**src/rtl/led_pattern_gen.sv**
```systemverilog
// LED pattern generator (binary up/down, Gray, bounce) advanced by a prescaler or manual step.
// Latency: leds/tick register one cycle after the advance cycle; no backpressure, advances are never stalled.
module led_pattern_gen #(
    parameter int CLK_FREQ = 25_000_000,
    parameter int TICK_HZ  = 1,
    parameter int WIDTH    = 8
) (
    input  logic             clk,
    input  logic             rst_n,
    input  logic             run,
    input  logic             step,
    input  logic [1:0]       mode,
    output logic [WIDTH-1:0] leds,
    output logic             tick
);

    localparam int DIV  = CLK_FREQ / TICK_HZ;
    localparam int PW   = $clog2(DIV);
    localparam int POSW = $clog2(WIDTH);
    localparam logic [PW-1:0]   PRESC_LAST = PW'(DIV - 1);
    localparam logic [POSW-1:0] POS_TOP    = POSW'(WIDTH - 1);

    typedef enum logic {
        DIR_UP   = 1'b0,
        DIR_DOWN = 1'b1
    } dir_t;

    logic [PW-1:0]    presc_q, presc_d;
    logic [WIDTH-1:0] cnt_q, cnt_d;
    logic [POSW-1:0]  pos_q, pos_d;
    dir_t             dir_q, dir_d;
    logic [1:0]       mode_q;
    logic             mode_chg;
    logic             advance;
    logic [WIDTH-1:0] leds_d;

    always_comb begin
        mode_chg = (mode != mode_q);
        advance  = 1'b0;
        presc_d  = presc_q;
        cnt_d    = cnt_q;
        pos_d    = pos_q;
        dir_d    = dir_q;

        if (mode_chg) begin
            // A mode switch restarts the new pattern and swallows any advance this cycle.
            presc_d = '0;
            cnt_d   = '0;
            pos_d   = '0;
            dir_d   = DIR_UP;
        end else begin
            if (run) begin
                advance = (presc_q == PRESC_LAST);
                presc_d = advance ? '0 : presc_q + PW'(1);
            end else begin
                advance = step;
            end

            if (advance) begin
                case (mode_q)
                    2'd1: cnt_d = cnt_q - WIDTH'(1);
                    2'd3: begin
                        if (dir_q == DIR_UP) begin
                            if (pos_q == POS_TOP) begin
                                dir_d = DIR_DOWN;
                                pos_d = POS_TOP - POSW'(1);
                            end else begin
                                pos_d = pos_q + POSW'(1);
                            end
                        end else begin
                            if (pos_q == '0) begin
                                dir_d = DIR_UP;
                                pos_d = POSW'(1);
                            end else begin
                                pos_d = pos_q - POSW'(1);
                            end
                        end
                    end
                    default: cnt_d = cnt_q + WIDTH'(1);
                endcase
            end
        end

        // Outside a mode change mode equals mode_q, so mode selects the next pattern either way.
        case (mode)
            2'd2:    leds_d = cnt_d ^ (cnt_d >> 1);
            2'd3:    leds_d = WIDTH'(1) << pos_d;
            default: leds_d = cnt_d;
        endcase
    end

    always_ff @(posedge clk) begin
        if (!rst_n) begin
            presc_q <= '0;
            cnt_q   <= '0;
            pos_q   <= '0;
            dir_q   <= DIR_UP;
            mode_q  <= 2'd0;
            leds    <= '0;
            tick    <= 1'b0;
        end else begin
            presc_q <= presc_d;
            cnt_q   <= cnt_d;
            pos_q   <= pos_d;
            dir_q   <= dir_d;
            mode_q  <= mode;
            leds    <= leds_d;
            tick    <= advance;
        end
    end

endmodule

```
**config.mk**
```make
export PLATFORM = sky130hd
export DESIGN_NAME = led_pattern_gen
export DESIGN_NICKNAME = d
export VERILOG_FILES = /design/src/rtl/led_pattern_gen.sv
export SDC_FILE = /design/constraint.sdc
export NUM_CORES = 1
export LEC_CHECK = 0
export CORE_MARGIN = 1
export CORE_UTILIZATION = 53
export CTS_CLUSTER_SIZE = 8
export DETAILED_ROUTE_END_ITERATION = 8
export PLACE_DENSITY = 0.85
export REMOVE_ABC_BUFFERS = 1
export SLEW_MARGIN = 20
export SYNTH_ARGS = -nofsm -noshare
export SYNTH_HDL_FRONTEND = slang
export SYNTH_SLANG_ARGS = --single-unit
```
**constraint.sdc**
```tcl
create_clock -name clk -period 2.3 [get_ports clk]
set_clock_uncertainty 0.05 [all_clocks]
set_input_delay 0.23 -clock clk [delete_from_list [all_inputs] [get_ports clk]]
set_output_delay 0.23 -clock clk [all_outputs]
set_load 0.01 [all_outputs]
```
==> qor.txt <==
=====================================================================================
Status                                                                   finished, violations left
Violated checks                                                          negative setup slack
Routed Wire Length                                                            8380 µm
Antenna diode count                                                                 0
Cell with the biggest individual delay on the critical path              sky130_fd_sc_hd__o32ai_1
# IOs                                                                              15
Layout area overhead                                                            41.2%
RSZ-0062 raised after global routing                                             true
H-tree lvl count                                                                    2
Final period util                                                                109%
Worst setup slack after layout                                                -209 ps
Area of all placed cells without fillers                                     3730 µm²
Worst min-delay path category                                              reg -> reg
Fin crit period                                                               2510 ps
VDD IR-drop max                                                            0.000362 V
Highest Clock Rate                                                            399 MHz
Kind of capture point of the worst setup path                                    flop
Power density of the placed cells                                          475 nW/µm²
Gate count after technology mapping                                               318
Wire length of the first global-routing pass                                 11000 µm
Later-pin clock latency in the skew report                                     320 ps
Post-synthesis register bit count                                                  48
Clock sink count                                                                   48
Gr usage total                                                                  27.3%
Clock-pin slew of the registers on the worst-case setup and hold paths         100 ps
Drt initial violations                                                            256
Async set-or-reset flop fraction in the synthesized netlist                        0%
Netlist area before placement                                                2640 µm²
Total of endpoints with negative setup slack in the final report                    5
Height of the chip                                                            72.6 µm
Total count of max-transition violations in the final report                        0
Detailed-route vias per instance                                                 6.25
DPL Wire Length                                                               4870 µm
Number of synthesized flops with an enable pin                                      0
Die area                                                                     5270 µm²
ANT nets after route                                                                0
Layout cells sized above 1                                                      31.2%
Final net count                                                                   399
Transition time at the pin with the least slew margin                          461 ps
Warning count from the yosys run                                                    0
Highest-count cells in the layout ignoring fill and taps                 sky130_fd_sc_hd__buf_4, sky130_fd_sc_hd__nor2_1, sky130_fd_sc_hd__dfxtp_1, sky130_fd_sc_hd__nand2_1
Sequential share of the synthesized area                                        36.4%
Pin count of the biggest net entering global routing                               24
Max-capacitance violation count                                                     0
Relative slew slack                                                             69.2%
Starting density of the core                                                    55.6%
Cell chain of the critical path                                          nand2b_4 > xnor2_2 > ha_2 > nor4b_2 > buf_4 > a32oi_2 > o21ai_0 > o211ai_1 > o32ai_1 > a22o_1
Number of global-route vias before repair                                        2436
WP data required                                                              2510 ps
Hold Worst Slack                                                               467 ps
Delay of the slowest cell on the worst path                                    490 ps
Commonest non-fill, non-tap cell in the layout                           sky130_fd_sc_hd__buf_4
Critical-path maximum fanout                                                        3
Inserted Clock Buffers                                                              5
Critical path launch point type                                                  flop
Post-synthesis area per instance                                             8.31 µm²
Critical path class                                                        reg -> reg
Placed cell area                                                             3240 µm²
Cell family with the largest share of critical-path delay                compound AO/OA/AOI/OAI gates
Ys flop type                                                             sky130_fd_sc_hd__dfxtp_1
Antenna violations before repair                                                    0
Static leakage power                                                       0.00132 µW
Number of buffers between clock root and the deepest sink                           2
Placement Rows                                                                     25
Post-synthesis cell type count                                                     60
Routed via count                                                                 2842
Crit path buffers/inverters                                                         1
TritonCTS clock tree                                                              yes
Iteration count of the initial detailed-routing pass                                5
Number of port buffers                                                             14
DRC violations left                                                                 0
Wire length per cell after detailed routing                                   18.4 µm
Core area                                                                    4750 µm²
Final count of hold timing violations                                               0
Die Wd                                                                        72.6 µm
Number of fillers in the final layout                                             293
Clock tree root buffer cell                                              sky130_fd_sc_hd__clkbuf_8
CP arrival                                                                    2720 ps
Final weighted congestion in routability-driven placement                       0.891
Overall overflow remaining after global route                                       0
=====================================================================================
-- report_power, final --
part / internal (µW) / switching [µW] / total (µW)
Clock: 428 / 296 / 724
Sequential: 838 / 5.85 / 844
Combinational: 94.3 / 110 / 204
Total: 1360 / 412 / 1770
-- state kept, by name, indices dropped and copies added, names as in the netlist --
| register | cells |
|---|---|
| tick | 1 |
| mode_q | 2 |
| cnt_q | 8 |
| presc_q | 25 |
| leds | 8 |
| dir_q | 1 |
| pos_q | 3 |
-- layer usage --
layer	vias up	global-route usage, %	share of wire (%)	wire length, µm
met5	-	0	0	0
met4	0	10.2	4.5	376
met3	50	4.83	7.1	591
met2	168	48.1	50	4170
met1	1334	33.0	39	3240
li1	1290	-	-	-
-- cell families (layout without fill, tap and decap cells) --
logic type	count (synthesis)	after routing	synth area share, %
AND/OR/NAND/NOR	150	150	30.3
AO/OA/AOI/OAI	58	59	15.6
XOR/XNOR	27	27	8.95
flip-flops	48	48	36.4
multiplexers	5	5	2.42
adder cells (fa/ha/maj)	5	5	2.37
buffers and inverters	25	94	3.98
-- Yosys cell counts (all sizes together), types with 2 or more instances --
master	count	area share [%]
dfxtp	48	36
nor2	48	6.9
nand2	20	2.8
nand4	15	3.8
clkbuf	14	2.0
xor2	14	4.6
a21oi	13	2.7
o21ai	13	2.5
xnor2	13	4.3
nand3	10	1.9
inv	8	1.1
nor3	8	1.5
or3	7	1.7
and3	6	1.4
nand2b	6	1.4
and4	5	1.7
ha	5	2.4
nor2b	4	0.95
nor4	4	1.2
o211ai	4	1.1
o32ai	4	1.3
or2	4	0.95
and2	3	0.71
buf	3	0.81
mux2i	3	1.1
nand3b	3	0.85
a211oi	2	0.57
a2bb2oi	2	0.66
a31oi	2	0.47
nor3b	2	0.57
nor4b	2	0.90
o31a	2	0.66
o32a	2	0.76
-- area by class of cell --
type | count | area [µm²] | share of cell area [%]
multi-input cells | 246 | 1860 | 49.8
flip-flops and latches | 48 | 968 | 26.0
clock buffers | 5 | 68.8 | 1.85
clock inverters | 2 | 60.1 | 1.61
inverters | 8 | 30.0 | 0.805
well taps | 67 | 83.8 | 2.25
repair buffers | 79 | 659 | 17.7
-- path summary, 6_finish.rpt --
| path | from | to | slack (ps) | cells past startpoint |
|---|---|---|---|---|
| worst max-delay path | mode_q[1] | leds[6] | -210 | 10 |
| worst min-delay path | presc_q[5] | presc_q[5] | 470 | 2 |
| worst max register to register | mode_q[1] | leds[6] | -210 | 10 |
| worst min register to register | presc_q[5] | presc_q[5] | 470 | 2 |
-- tightest hold or removal path, cell delays in order (launching register included) --
cell,delay (ps)
sky130_fd_sc_hd__dfxtp_1,350
sky130_fd_sc_hd__xor2_1,70
sky130_fd_sc_hd__nor2_1,70
-- timing repair --
action / CTS / global route
pin swaps: 5 / 21
cloned: 0 / 1
setup buffers: 2 / 5
gates resized for setup: 10 / 50
setup endpoints to repair: 7 / 11
hold buffers: 0 / 0
-- metrics by stage --
step | utilization, % | setup TNS [ps] | total power (µW) | std cells | worst slack, ps
final | 78.4 | -304 | 1770 | 455 | -209
after global routing | 78.4 | -1170 | 1810 | 455 | -372
after CTS | 72.3 | 0 | 1720 | 449 | 2.47
after detailed placement | 68.1 | -2250 | 1010 | 440 | -344
after global placement | 68.1 | -2020 | 1010 | 440 | -318
after floorplan | - | -503 | 935 | 301 | -174
No activity file was read; power rests on OpenSTA's default activity.
